`config.mk`:
```
export PLATFORM = sky130hd
export DESIGN_NAME = alu_cmd_sequencer_flat
export DESIGN_NICKNAME = d
export VERILOG_FILES = /design/src/rtl/alu_cmd_sequencer_if.sv /design/src/rtl/alu_cmd_sequencer.sv /design/src/flat_wrapper.sv
export SDC_FILE = /design/constraint.sdc
export NUM_CORES = 1
export LEC_CHECK = 0
export CAP_MARGIN = 0
export CORE_ASPECT_RATIO = 0.8
export CORE_MARGIN = 2
export CORE_UTILIZATION = 29
export CTS_BUF_LIST = sky130_fd_sc_hd__clkbuf_8 sky130_fd_sc_hd__clkbuf_16
export DETAILED_ROUTE_END_ITERATION = 7
export HOLD_SLACK_MARGIN = 0.08
export MAX_ROUTING_LAYER = met4
export PLACE_DENSITY = 0.49
export SYNTH_ARGS = -nofsm -noshare
export SYNTH_HDL_FRONTEND = slang
export SYNTH_SLANG_ARGS = --single-unit
```
`constraint.sdc`:
```
create_clock -name clk -period 4.7 [get_ports clk]
set_input_delay 0.94 -clock clk [delete_from_list [all_inputs] [get_ports clk]]
set_output_delay 0.94 -clock clk [all_outputs]
set_load 0.01 [all_outputs]
```
`src/rtl/alu_cmd_sequencer_if.sv`:
```
// ============================================================================
// Module   : alu_cmd_sequencer_if
// Brief    : Command, ALU-side and response signals of alu_cmd_sequencer.
// Revision : 1.0 - initial release
// ============================================================================
`default_nettype none

interface alu_cmd_sequencer_if #(
    parameter int WIDTH = 8,
    parameter int TAG_W = 4
);
    logic             cmd_valid;
    logic             cmd_ready;
    logic [2:0]       cmd_op;
    logic [WIDTH-1:0] cmd_a;
    logic [WIDTH-1:0] cmd_b;
    logic [TAG_W-1:0] cmd_tag;

    logic [WIDTH-1:0] alu_a;
    logic [WIDTH-1:0] alu_b;
    logic [2:0]       alu_op;
    logic             alu_en;
    logic [WIDTH-1:0] alu_result;
    logic             alu_zero;
    logic             alu_overflow;

    logic             rsp_valid;
    logic             rsp_ready;
    logic [WIDTH-1:0] rsp_result;
    logic             rsp_zero;
    logic             rsp_overflow;
    logic [TAG_W-1:0] rsp_tag;

    // Sequencer side: drives the ALU and the response channel.
    modport master (
        input  cmd_valid, cmd_op, cmd_a, cmd_b, cmd_tag,
        output cmd_ready,
        output alu_a, alu_b, alu_op, alu_en,
        input  alu_result, alu_zero, alu_overflow,
        output rsp_valid, rsp_result, rsp_zero, rsp_overflow, rsp_tag,
        input  rsp_ready
    );

    // Environment side: command producer, ALU and response consumer.
    modport slave (
        output cmd_valid, cmd_op, cmd_a, cmd_b, cmd_tag,
        input  cmd_ready,
        input  alu_a, alu_b, alu_op, alu_en,
        output alu_result, alu_zero, alu_overflow,
        input  rsp_valid, rsp_result, rsp_zero, rsp_overflow, rsp_tag,
        output rsp_ready
    );
endinterface

`default_nettype wire

```
`src/rtl/alu_cmd_sequencer.sv`:
```
// ============================================================================
// Module   : alu_cmd_sequencer
// Brief    : Buffers tagged ALU commands, issues them one at a time to a
//            registered ALU and returns tagged responses in command order.
// Revision : 1.0 - initial release
// ============================================================================
`default_nettype none

module alu_cmd_sequencer #(
    parameter int WIDTH      = 8,
    parameter int FIFO_DEPTH = 4,
    parameter int TAG_W      = 4
) (
    input  wire logic           clk,
    input  wire logic           reset,
    alu_cmd_sequencer_if.master bus,
    output logic                busy,
    output logic [15:0]         done_count
);
    localparam int AW = $clog2(FIFO_DEPTH);
    localparam logic [AW:0] FULL_COUNT = (AW + 1)'(FIFO_DEPTH);

    localparam logic [2:0] OP_ADD = 3'b000;
    localparam logic [2:0] OP_SUB = 3'b001;

    localparam logic [1:0] ST_IDLE    = 2'd0;
    localparam logic [1:0] ST_ISSUE   = 2'd1;
    localparam logic [1:0] ST_CAPTURE = 2'd2;
    localparam logic [1:0] ST_RESP    = 2'd3;

    typedef struct packed {
        logic [2:0]       op;
        logic [WIDTH-1:0] a;
        logic [WIDTH-1:0] b;
        logic [TAG_W-1:0] tag;
    } cmd_t;

    cmd_t             mem_q [FIFO_DEPTH];
    logic [AW-1:0]    wr_ptr_q, wr_ptr_d;
    logic [AW-1:0]    rd_ptr_q, rd_ptr_d;
    logic [AW:0]      count_q, count_d;
    logic [1:0]       state_q, state_d;
    cmd_t             iss_q, iss_d;
    logic             alu_en_q, alu_en_d;
    logic             rsp_valid_q, rsp_valid_d;
    logic [WIDTH-1:0] rsp_result_q, rsp_result_d;
    logic             rsp_zero_q, rsp_zero_d;
    logic             rsp_overflow_q, rsp_overflow_d;
    logic [TAG_W-1:0] rsp_tag_q, rsp_tag_d;
    logic [15:0]      done_count_q, done_count_d;

    logic push;
    logic pop;
    logic fifo_empty;
    logic rsp_hs;
    cmd_t cmd_in;

    assign cmd_in = '{op: bus.cmd_op, a: bus.cmd_a, b: bus.cmd_b, tag: bus.cmd_tag};

    always_comb begin
        fifo_empty = (count_q == '0);
        push       = bus.cmd_valid && (count_q != FULL_COUNT);
        rsp_hs     = rsp_valid_q && bus.rsp_ready;
        // A pop always hands the head straight to the ISSUE cycle.
        pop        = !fifo_empty &&
                     ((state_q == ST_IDLE) || ((state_q == ST_RESP) && rsp_hs));

        wr_ptr_d       = push ? wr_ptr_q + 1'b1 : wr_ptr_q;
        rd_ptr_d       = pop  ? rd_ptr_q + 1'b1 : rd_ptr_q;
        count_d        = count_q;
        state_d        = state_q;
        iss_d          = pop ? mem_q[rd_ptr_q] : iss_q;
        alu_en_d       = pop;
        rsp_valid_d    = rsp_valid_q;
        rsp_result_d   = rsp_result_q;
        rsp_zero_d     = rsp_zero_q;
        rsp_overflow_d = rsp_overflow_q;
        rsp_tag_d      = rsp_tag_q;
        done_count_d   = rsp_hs ? done_count_q + 16'd1 : done_count_q;

        case ({push, pop})
            2'b10:   count_d = count_q + 1'b1;
            2'b01:   count_d = count_q - 1'b1;
            default: count_d = count_q;
        endcase

        case (state_q)
            ST_IDLE: begin
                if (pop) state_d = ST_ISSUE;
            end
            ST_ISSUE: begin
                state_d = ST_CAPTURE;
            end
            ST_CAPTURE: begin
                // Logical ops leave the ALU overflow register untouched.
                rsp_result_d   = bus.alu_result;
                rsp_zero_d     = bus.alu_zero;
                rsp_overflow_d = bus.alu_overflow &&
                                 ((iss_q.op == OP_ADD) || (iss_q.op == OP_SUB));
                rsp_tag_d      = iss_q.tag;
                rsp_valid_d    = 1'b1;
                state_d        = ST_RESP;
            end
            default: begin
                if (rsp_hs) begin
                    rsp_valid_d = 1'b0;
                    state_d     = pop ? ST_ISSUE : ST_IDLE;
                end
            end
        endcase
    end

    always_ff @(posedge clk) begin
        if (push) mem_q[wr_ptr_q] <= cmd_in;
    end

    always_ff @(posedge clk or posedge reset) begin
        if (reset) begin
            wr_ptr_q       <= '0;
            rd_ptr_q       <= '0;
            count_q        <= '0;
            state_q        <= ST_IDLE;
            iss_q          <= '0;
            alu_en_q       <= 1'b0;
            rsp_valid_q    <= 1'b0;
            rsp_result_q   <= '0;
            rsp_zero_q     <= 1'b0;
            rsp_overflow_q <= 1'b0;
            rsp_tag_q      <= '0;
            done_count_q   <= '0;
        end else begin
            wr_ptr_q       <= wr_ptr_d;
            rd_ptr_q       <= rd_ptr_d;
            count_q        <= count_d;
            state_q        <= state_d;
            iss_q          <= iss_d;
            alu_en_q       <= alu_en_d;
            rsp_valid_q    <= rsp_valid_d;
            rsp_result_q   <= rsp_result_d;
            rsp_zero_q     <= rsp_zero_d;
            rsp_overflow_q <= rsp_overflow_d;
            rsp_tag_q      <= rsp_tag_d;
            done_count_q   <= done_count_d;
        end
    end

    assign bus.cmd_ready    = (count_q != FULL_COUNT);
    assign bus.alu_a        = iss_q.a;
    assign bus.alu_b        = iss_q.b;
    assign bus.alu_op       = iss_q.op;
    assign bus.alu_en       = alu_en_q;
    assign bus.rsp_valid    = rsp_valid_q;
    assign bus.rsp_result   = rsp_result_q;
    assign bus.rsp_zero     = rsp_zero_q;
    assign bus.rsp_overflow = rsp_overflow_q;
    assign bus.rsp_tag      = rsp_tag_q;
    assign busy             = (state_q != ST_IDLE) || !fifo_empty;
    assign done_count       = done_count_q;

endmodule

`default_nettype wire

```
`src/flat_wrapper.sv`:
```
// flat-port wrapper written by rule: the top's interface ports become plain ports
module alu_cmd_sequencer_flat 
#(
    parameter int WIDTH      = 8,
    parameter int FIFO_DEPTH = 4,
    parameter int TAG_W      = 4
)
  (clk, reset, busy, done_count, bus_cmd_valid, bus_cmd_op, bus_cmd_a, bus_cmd_b, bus_cmd_tag, bus_cmd_ready, bus_alu_a, bus_alu_b, bus_alu_op, bus_alu_en, bus_alu_result, bus_alu_zero, bus_alu_overflow, bus_rsp_valid, bus_rsp_result, bus_rsp_zero, bus_rsp_overflow, bus_rsp_tag, bus_rsp_ready);
  alu_cmd_sequencer_if #(.WIDTH(WIDTH), .TAG_W(TAG_W)) bus_i ();
  input  wire logic clk;
  input  wire logic reset;
  output logic busy;
  output logic [15:0] done_count;
  input wire logic [$bits(bus_i.cmd_valid)-1:0] bus_cmd_valid;
  input wire logic [$bits(bus_i.cmd_op)-1:0] bus_cmd_op;
  input wire logic [$bits(bus_i.cmd_a)-1:0] bus_cmd_a;
  input wire logic [$bits(bus_i.cmd_b)-1:0] bus_cmd_b;
  input wire logic [$bits(bus_i.cmd_tag)-1:0] bus_cmd_tag;
  output wire logic [$bits(bus_i.cmd_ready)-1:0] bus_cmd_ready;
  output wire logic [$bits(bus_i.alu_a)-1:0] bus_alu_a;
  output wire logic [$bits(bus_i.alu_b)-1:0] bus_alu_b;
  output wire logic [$bits(bus_i.alu_op)-1:0] bus_alu_op;
  output wire logic [$bits(bus_i.alu_en)-1:0] bus_alu_en;
  input wire logic [$bits(bus_i.alu_result)-1:0] bus_alu_result;
  input wire logic [$bits(bus_i.alu_zero)-1:0] bus_alu_zero;
  input wire logic [$bits(bus_i.alu_overflow)-1:0] bus_alu_overflow;
  output wire logic [$bits(bus_i.rsp_valid)-1:0] bus_rsp_valid;
  output wire logic [$bits(bus_i.rsp_result)-1:0] bus_rsp_result;
  output wire logic [$bits(bus_i.rsp_zero)-1:0] bus_rsp_zero;
  output wire logic [$bits(bus_i.rsp_overflow)-1:0] bus_rsp_overflow;
  output wire logic [$bits(bus_i.rsp_tag)-1:0] bus_rsp_tag;
  input wire logic [$bits(bus_i.rsp_ready)-1:0] bus_rsp_ready;
  assign bus_i.cmd_valid = bus_cmd_valid;
  assign bus_i.cmd_op = bus_cmd_op;
  assign bus_i.cmd_a = bus_cmd_a;
  assign bus_i.cmd_b = bus_cmd_b;
  assign bus_i.cmd_tag = bus_cmd_tag;
  assign bus_cmd_ready = bus_i.cmd_ready;
  assign bus_alu_a = bus_i.alu_a;
  assign bus_alu_b = bus_i.alu_b;
  assign bus_alu_op = bus_i.alu_op;
  assign bus_alu_en = bus_i.alu_en;
  assign bus_i.alu_result = bus_alu_result;
  assign bus_i.alu_zero = bus_alu_zero;
  assign bus_i.alu_overflow = bus_alu_overflow;
  assign bus_rsp_valid = bus_i.rsp_valid;
  assign bus_rsp_result = bus_i.rsp_result;
  assign bus_rsp_zero = bus_i.rsp_zero;
  assign bus_rsp_overflow = bus_i.rsp_overflow;
  assign bus_rsp_tag = bus_i.rsp_tag;
  assign bus_i.rsp_ready = bus_rsp_ready;
  alu_cmd_sequencer #(.WIDTH(WIDTH), .FIFO_DEPTH(FIFO_DEPTH), .TAG_W(TAG_W)) u_core (.clk(clk), .reset(reset), .bus(bus_i), .busy(busy), .done_count(done_count));
endmodule
```
==> results.json <==
{
  "outcome": "finished, final reports clean",
  "finalCritPeriodShare": 0.600,
  "skew_ns": 0.00914,
  "drtAntennaViolNets": 0,
  "n_fill_cell": 2004,
  "wl_microns": 12000,
  "finalSetupViolCount": 0,
  "layout_commonest_cell": "edfxtp_1",
  "p_per_area_nw_per_um2": 653,
  "clock_path_buffers": 2,
  "syn-cell-area_sq_um": 6320,
  "cts_made_buffers": 17,
  "cts_hold_buf": 0,
  "path_clk_slew_ns": 0.07,
  "ys.warnings.count": 0,
  "ctsResizeCount": 0,
  "avgSynthCellArea_sq_um": 18.6,
  "cts-root-buf": "clkbuf_16",
  "drt_iter0_drc": 180,
  "hold_violations": 0,
  "synth_edf_count": 92,
  "port_buffers": 89,
  "worstMarginPinSlew_ns": 1.23,
  "dr.pass1.iters": 4,
  "synth-seq-cells": 156,
  "p_leak_nw": 3.00,
  "num_rows": 48,
  "rsz0062_at_grt": "false",
  "ios": 90,
  "ys_types": 35,
  "drv_slew": 0,
  "ys.flop_type": "edfxtp_1",
  "cts_htree_levels": 4,
  "die_x_microns": 169,
  "grt_pass1_vias": 3286,
  "vias_per_cell": 4.38,
  "startpoint_type": "flop",
  "post_drt_wl_per_cell_microns": 16.9,
  "antenna_found_initial": 0,
  "maxCapViolCount": 0,
  "fmax_mhz": 355,
  "via_count": 3117,
  "post-dp-hpwl_microns": 7460,
  "critPathCaptureType": "output pin",
  "synthArstFlopShare": 0.410,
  "post-route-drc-count": 0,
  "hold_path.class": "flop to flop",
  "grt_usage": 0.113,
  "max_slew_margin": 0.178,
  "finalWorstSetupSlack_ns": 1.88,
  "core_area_sq_um": 21500,
  "post_cts_buffers": 0,
  "start_util": 0.294,
  "cts_tree": "done",
  "die-area_sq_um": 23000,
  "synthCells": 340,
  "vdd_drop_max_mv": 0.224,
  "cts.sinks": 156,
  "grt_pass1_wl_microns": 18600,
  "critical_path_class": "flop to output pin",
  "area_growth_pct": 25.7,
  "arrival_ns": 1.88,
  "synth_fp_nets": 388,
  "critical_path_required_ns": 3.76,
  "pre_cts_ws_ns": 1.85,
  "power_w": 0.00519,
  "gp_congestion": 0.716,
  "die_y_microns": 136,
  "nets": 471,
  "grt_max_degree": 42,
  "min_period_ns": 2.82,
  "yosysSeqAreaShare": 0.690,
  "grt_overflow": 0,
  "insertion_delay_ns": 0.42,
  "cp_max_fo": 3,
  "final_cell_mix": "92 x edfxtp_1, 89 x clkdlybuf4s50_1, 63 x dfrtp_1",
  "drive_gt1_frac": 0.232,
  "fin_tns_setup_ns": 0,
  "antenna_cells": 0
}
==> final timing paths <==
kind	start	to	slack, ns	cells after the start
min	u_core.done_count[15]	u_core.done_count[15]	0.47	1
min reg2reg	u_core.done_count[15]	u_core.done_count[15]	0.47	1
max reg2reg	u_core.count_q[0]	u_core.count_q[2]	2.52	10
max	u_core.count_q[2]	busy	1.88	3
max in group asynchronous	reset	u_core.rd_ptr_q[0]	2.81	3
min in group asynchronous	reset	u_core.bus.rsp_result[2]	0.89	2
==> flip-flops by register name, indices dropped and copies added (netlist names), 2 cells and up <==
name                   count
u_core.bus.alu_a           8
u_core.bus.alu_b           8
u_core.bus.alu_op          3
u_core.bus.rsp_result      8
u_core.bus.rsp_tag         4
u_core.count_q             3
u_core.done_count         16
u_core.iss_q               4
u_core.mem_q              92
u_core.rd_ptr_q            2
u_core.state_q             2
u_core.wr_ptr_q            2
==> cell type report <==
class	count	area, sq um	share of cell area
Multi-Input combinational cell	143	1680	0.211
Inverter	11	41.3	0.00520
Timing Repair Buffer	94	928	0.117
Sequential cell	156	4370	0.549
Clock inverter	15	163	0.0205
Clock buffer	17	425	0.0535
Tap cell	275	344	0.0433
==> worst max-delay path: stages (launching register included) <==
cell             delay (ns)
dfrtp_1                0.42
nor3_2                 0.35
nand2_1                0.18
clkdlybuf4s50_1        0.52
==> synth_stat cells, types with 2 or more instances <==
master / count / area share
edfxtp_1: 92 / 0.44
dfrtp_1: 64 / 0.25
mux2_2: 21 / 0.037
buf_4: 19 / 0.023
mux2_4: 18 / 0.043
mux4_2: 18 / 0.064
xnor2_1: 12 / 0.017
inv_1: 11 / 0.0065
nand2_1: 11 / 0.0065
ha_1: 10 / 0.020
xor2_1: 9 / 0.012
and3_1: 7 / 0.0069
nand3_1: 6 / 0.0048
nor2_1: 6 / 0.0036
mux4_1: 5 / 0.021
buf_2: 3 / 0.0024
buf_6: 3 / 0.0053
clkbuf_1: 3 / 0.0018
a21oi_1: 2 / 0.0016
a22o_1: 2 / 0.0028
and2_1: 2 / 0.0020
buf_12: 2 / 0.0063
nand4_1: 2 / 0.0020
==> where the power goes <==
| part | switching [W] | internal (W) |
|---|---|---|
| sequential | 0.000310 | 0.00188 |
| combinational | 0.000647 | 0.00100 |
| clock | 0.000567 | 0.000790 |
==> metal layers <==
layer	wire [microns]	part of all wire	track usage
met5	0	0	-
met4	165	0.014	0.0385
met3	374	0.031	0.0303
met2	5950	0.50	0.182
met1	5490	0.46	0.139
==> stage by stage <==
stage               area [sq um]  cells  hold slack, ns   util
finish                      7950    711           0.473  0.370
global route                7950    711           0.507  0.370
CTS                         7950    711           0.476  0.370
detailed placement          7360    679           0.465  0.342
global placement            7360    679           0.462  0.342
floorplan                   6320    340           0.476      -
==> cell families after synthesis <==
logic type	after synthesis	share of synthesized area
AO/OA/AOI/OAI	8	0.00911
XOR/XNOR	21	0.0291
adder cells (fa/ha/maj)	11	0.0230
buffers and inverters	41	0.0449
flip-flops	156	0.690
multiplexers	62	0.165
AND/OR/NAND/NOR	41	0.0384
(Power assumes the default switching activity.)
==> edit 1, RTL diff (same flow settings) <==
`WIDTH` is set to 8 in 3 places; all go to 6.
--- a/src/rtl/alu_cmd_sequencer_if.sv
+++ b/src/rtl/alu_cmd_sequencer_if.sv
@@ -6,7 +6,7 @@
 `default_nettype none
 
 interface alu_cmd_sequencer_if #(
-    parameter int WIDTH = 8,
+    parameter int WIDTH = 6,
     parameter int TAG_W = 4
 );
     logic             cmd_valid;
--- a/src/rtl/alu_cmd_sequencer.sv
+++ b/src/rtl/alu_cmd_sequencer.sv
@@ -7,7 +7,7 @@
 `default_nettype none
 
 module alu_cmd_sequencer #(
-    parameter int WIDTH      = 8,
+    parameter int WIDTH      = 6,
     parameter int FIFO_DEPTH = 4,
     parameter int TAG_W      = 4
 ) (
--- a/src/flat_wrapper.sv
+++ b/src/flat_wrapper.sv
@@ -1,7 +1,7 @@
 // flat-port wrapper written by rule: the top's interface ports become plain ports
 module alu_cmd_sequencer_flat 
 #(
-    parameter int WIDTH      = 8,
+    parameter int WIDTH      = 6,
     parameter int FIFO_DEPTH = 4,
     parameter int TAG_W      = 4
 )
Interface: changed (6 resized); port bits go from 90 to 78. No check against the original RTL was run, so the function may have changed too.
==> edit 1 against the original RTL <==
  * Critical path depth unchanged
  * Critical path type unchanged
  * Area after synthesis is 14% lower
  * First-iteration DRC count fell by 14%
  * Clock skew increased by 1.7 ps
  * Routed wire length shrank 17%
  * Worst setup slack better by 60 ps
  * Sequential cell count fell by 22
  * Power down 13%
  * Cell area shrank 13%
  * Highest routed layer unchanged
  * Clock power is 11% lower
==> edit 1: results (changes against the original RTL) <==
DR vias = 2729 (-12%)
Critical Path AT = 1820 ps (-60 ps)
Run status = complete, no violations
P_int = 3.17 mW (-14%)
Share of cells above drive strength 1 = 23.3% (+0.17 points)
Largest cells by area after synthesis = edfxtp_1 (42%), dfrtp_1 (27%), mux4_2 (7.5%), mux2_4 (5.0%), mux2_2 (3.1%)
Synth cell count leaders = edfxtp_1 (76), dfrtp_1 (58), mux2_4 (18), mux4_2 (18), buf_4 (17)
Post-CTS Resized = 0 (unchanged)
Crit path max-delay family = buffers and inverters
Worst-Skew Late Latency = 400 ps (-20 ps)
Met1 Usage GRT = 14.0% (+0.11 points)
Fin nets = 419 (-11%)
Total grt overflow = 0 (unchanged)
CTS H-Tree Depth = 4 (unchanged)
IO buf count = 77 (-13%)
Largest net degree at the start of global routing = 33 (-21%)
DR WL/cell = 15.5 µm (-8.2%)
Unique masters post-synth = 38 (+8.6%)
Fillers = 1681 (-16%)
Post-synth EDFFs = 76 (-17%)
Post-synth net total = 343 (-12%)
First-pass GRT wire length = 15.6 mm (-16%)
DP Worst Slack = 1810 ps (-45.5 ps)
Placer congestion estimate = 0.719 (+0.42%)
Total GRT Usage = 10.9% (-0.40 points)
1st-iter DRT viols = 154 (-14%)
Seq/Total Area, Yosys = 68.7% (-0.30 points)
Placed Area = 6380 µm² (-13%)
Met3 Use GR = 2.73% (-0.29 points)
Clk_skew = 10.8 ps (+1.66 ps)
Vias in the first global route = 2817 (-14%)
FFs w/ async S/R, synth = 43.3% (+2.3 points)
Largest register FFs = 76 (-17%)
Leak pwr = 2.62 nW (-13%)
Max VDD drop = 0.260 mV (+16%)
DP HPWL = 6.35 mm (-15%)
Actual slew at the worst max-slew pin = 1110 ps (-126 ps)
CP peak stage delay = 520 ps (about the same)
-- edit 1: cell count changes in the layout (fill, tap and decap cells not counted), sizes merged, moves of 2 or more --
cell | before | now
clkinv | 4 | 6
bufinv | 2 | 0
buf | 5 | 3
mux4 | 23 | 19
dfrtp | 64 | 58
mux2 | 39 | 33
xor2 | 9 | 7
edfxtp | 92 | 76
xnor2 | 12 | 14
clkdlybuf4s50 | 89 | 77
-- edit 1: layout make-up --
class / instances / area, µm² / share of cell area, %
clock buffer: 17 / 425 / 6.14
timing repair buffer: 80 / 793 / 11.5
inverter: 11 / 41.3 / 0.596
tap: 253 / 317 / 4.57
sequential: 134 / 3730 / 53.9
clock inverter: 15 / 120 / 1.73
multi-input combinational: 133 / 1490 / 21.6
-- edit 1: power groups by stage --
| stage | sequential, mW | combinational [mW] | clock [mW] |
|---|---|---|---|
| floorplan | 1.80 | 1.09 | 0 |
| global placement | 1.87 | 1.48 | 0 |
| detailed placement | 1.88 | 1.51 | 0 |
| CTS | 1.86 | 1.51 | 1.25 |
| global route | 1.90 | 1.60 | 1.31 |
| finish | 1.84 | 1.47 | 1.21 |
-- edit 1: kinds of logic after synthesis --
kind of cell	after synthesis	synth area share, %
xor gates and xnor gates	21	3.39
DFF	134	68.7
adders and majority gates	11	2.67
and+or+nand+nor	41	4.22
muxes	53	16.2
buffers and inverters	34	3.85
AOI/OAI and AO/OA	7	0.921
-- edit 1: worst paths after layout --
kind,depth (start not counted),end,start,slack [ps]
worst max-delay path,3,busy,u_core.count_q[0],1940
worst min-delay path,1,u_core.done_count[15],u_core.done_count[15],470
worst max register to register,10,u_core.count_q[2],u_core.count_q[0],2540
worst min register to register,1,u_core.done_count[15],u_core.done_count[15],470
max in group asynchronous,3,u_core.state_q[1],reset,2860
min in group asynchronous,2,u_core.bus.alu_a[2],reset,970
-- edit 1: metal layers --
layer,wire [µm],vias up,part of all wire [%]
li1,-,1258,-
met1,4730,1382,48
met2,4650,74,47
met3,435,15,4.4
met4,127,0,1.3
met5,0,-,0
-- edit 1: metrics by stage --
step,instances,hold WS [ps],utilization [%]
final,643,466,38.0
after global routing,643,495,38.0
after CTS,643,474,38.0
after detailed placement,611,462,35.0
after global placement,611,481,35.0
after floorplan,301,476,-
==> edit 2, RTL diff (config.mk and constraints unchanged) <==
Made on the original files. Register the output `done_count` once more, without a reset; this adds one clock of latency there. The other outputs are not delayed to match.
--- a/src/rtl/alu_cmd_sequencer.sv
+++ b/src/rtl/alu_cmd_sequencer.sv
@@ -155,7 +155,9 @@
     assign bus.rsp_overflow = rsp_overflow_q;
     assign bus.rsp_tag      = rsp_tag_q;
     assign busy             = (state_q != ST_IDLE) || !fifo_empty;
-    assign done_count       = done_count_q;
+    always_ff @(posedge clk) begin
+        done_count <= done_count_q;
+    end
 
 endmodule
 
Formal check against the unedited RTL: not equivalent (a bounded check fails within 10 cycles, from zero or initial values and one cycle with reset high).
==> edit 2 against the original RTL <==
  * Worst setup slack better by 75 ps
  * Area after synthesis up 4.4%
  * Sequential cell count rose by 16
  * Power is 4.3% higher
  * Routed wire length increased by 1.7%
  * Core utilization is essentially flat
  * Cell area increased by 4.4%
  * Non-clock buffer count increased by 2
  * Critical path type unchanged
  * Highest routed layer unchanged
==> edit 2: results (changes against the original RTL) <==
First-pass GRT wire length = 19.4 mm (+4.1%)
Fin nets = 487 (+3.4%)
Actual slew at the worst max-slew pin = 861 ps (-372 ps)
DP HPWL = 7.57 mm (+1.5%)
Met1 Usage GRT = 12.7% (-1.2 points)
Fillers = 2096 (+4.6%)
Crit-path max FO = 4 (+1)
Clk_skew = 9.90 ps (+0.766 ps)
Share of cells above drive strength 1 = 21.9% (-1.3 points)
CTS H-Tree Depth = 4 (unchanged)
First-pass iteration count of the detailed router = 5 (+1)
Critical Path AT = 1800 ps (-80 ps)
Total GRT Usage = 11.1% (-0.22 points)
Placer congestion estimate = 0.746 (+4.3%)
Largest net degree at the start of global routing = 36 (-14%)
DR vias = 3141 (+0.77%)
Run status = complete, no violations
Critical hold path startpoint = u_core.done_count_q[15]
Unique masters post-synth = 34 (-2.9%)
Top flop regs = u_core.mem_q: 92 flops, u_core.done_count: 16 flops, u_core.done_count_q: 16 flops
Max VDD drop = 0.269 mV (+20%)
Post-synth net total = 401 (+3.4%)
Initial antenna violation count = 0 (unchanged)
1st-iter DRT viols = 145 (-19%)
RR Startpoint = u_core.state_q[0]
Met2 usage = 18.6% (+0.36 points)
Met3 Use GR = 2.88% (-0.15 points)
Seq/Total Area, Yosys = 71.0% (+1.9 points)
CP peak stage delay = 490 ps (-30 ps)
Post-synth EDFFs = 92 (unchanged)
Leak pwr = 3.14 nW (+4.7%)
Largest cells by area after synthesis = edfxtp_1 (42%), dfrtp_1 (24%), mux4_2 (6.1%), dfxtp_1 (4.9%), mux2_4 (4.1%)
Crit path max-delay family = simple AND/OR/NAND/NOR gates
Post-Route WL = 12.2 mm (+1.7%)
Vias in the first global route = 3446 (+4.9%)
FFs w/ async S/R, synth = 37.2% (-3.8 points)
Hold Crit Class = register to register
==> edit 2: area by class of cell <==
| cell class | count | area [µm²] | area share [%] |
|---|---|---|---|
| multi-input cells | 142 | 1640 | 19.8 |
| repair buffers | 96 | 943 | 11.4 |
| well taps | 306 | 383 | 4.61 |
| clock inverters | 12 | 103 | 1.24 |
| flip-flops and latches | 172 | 4690 | 56.5 |
| clock buffers | 20 | 500 | 6.03 |
| inverters | 10 | 38.8 | 0.467 |
==> edit 2: metal layers <==
metal | wire length (µm) | share of wire [%]
met1 | 5340 | 44
met2 | 6180 | 51
met3 | 440 | 3.6
met4 | 225 | 1.8
met5 | 0 | 0
==> edit 2: per-stage QoR <==
stage               worst slack, ps  total power, mW  area (µm²)  std cells  utilization, %
floorplan                      2090             3.54        6600        353               -
global placement               1780             4.05        7690        726            34.3
detailed placement             1720             4.10        7690        726            34.3
CTS                            1890             5.52        8300        758            37.0
global route                   1810             5.73        8300        758            37.0
finish                         1960             5.42        8300        758            37.0
==> edit 2: where the power goes <==
part / total (mW) / switching, mW / internal (mW)
logic: 1.70 / 0.692 / 1.01
clock network: 1.40 / 0.573 / 0.827
registers: 2.31 / 0.277 / 2.03
==> edit 2: kinds of logic after synthesis <==
logic type,synth area share [%]
xor+xnor,2.79
mux,15.8
flops,71.0
compound gates,0.720
fa+ha+maj,2.20
buf+inv,4.19
simple gates,3.32
==> edit 2: worst reg2reg max path: stages (launching register included) <==
cell and delay (ps):
dfrtp_1 400, inv_1 100, ha_1 710, inv_1 230, and3_1 220, a21oi_1 160
mux2_2 350
==> edit 2: final timing paths <==
check | slack, ps | cells past startpoint | end
setup / recovery | 1960 | 3 | busy
hold / removal | 410 | 0 | u_core.done_count[15]
setup reg to reg | 2410 | 6 | u_core.state_q[1]
hold reg to reg | 410 | 0 | u_core.done_count[15]
max in group asynchronous | 2910 | 3 | u_core.done_count_q[6]
min in group asynchronous | 940 | 2 | u_core.bus.rsp_result[1]
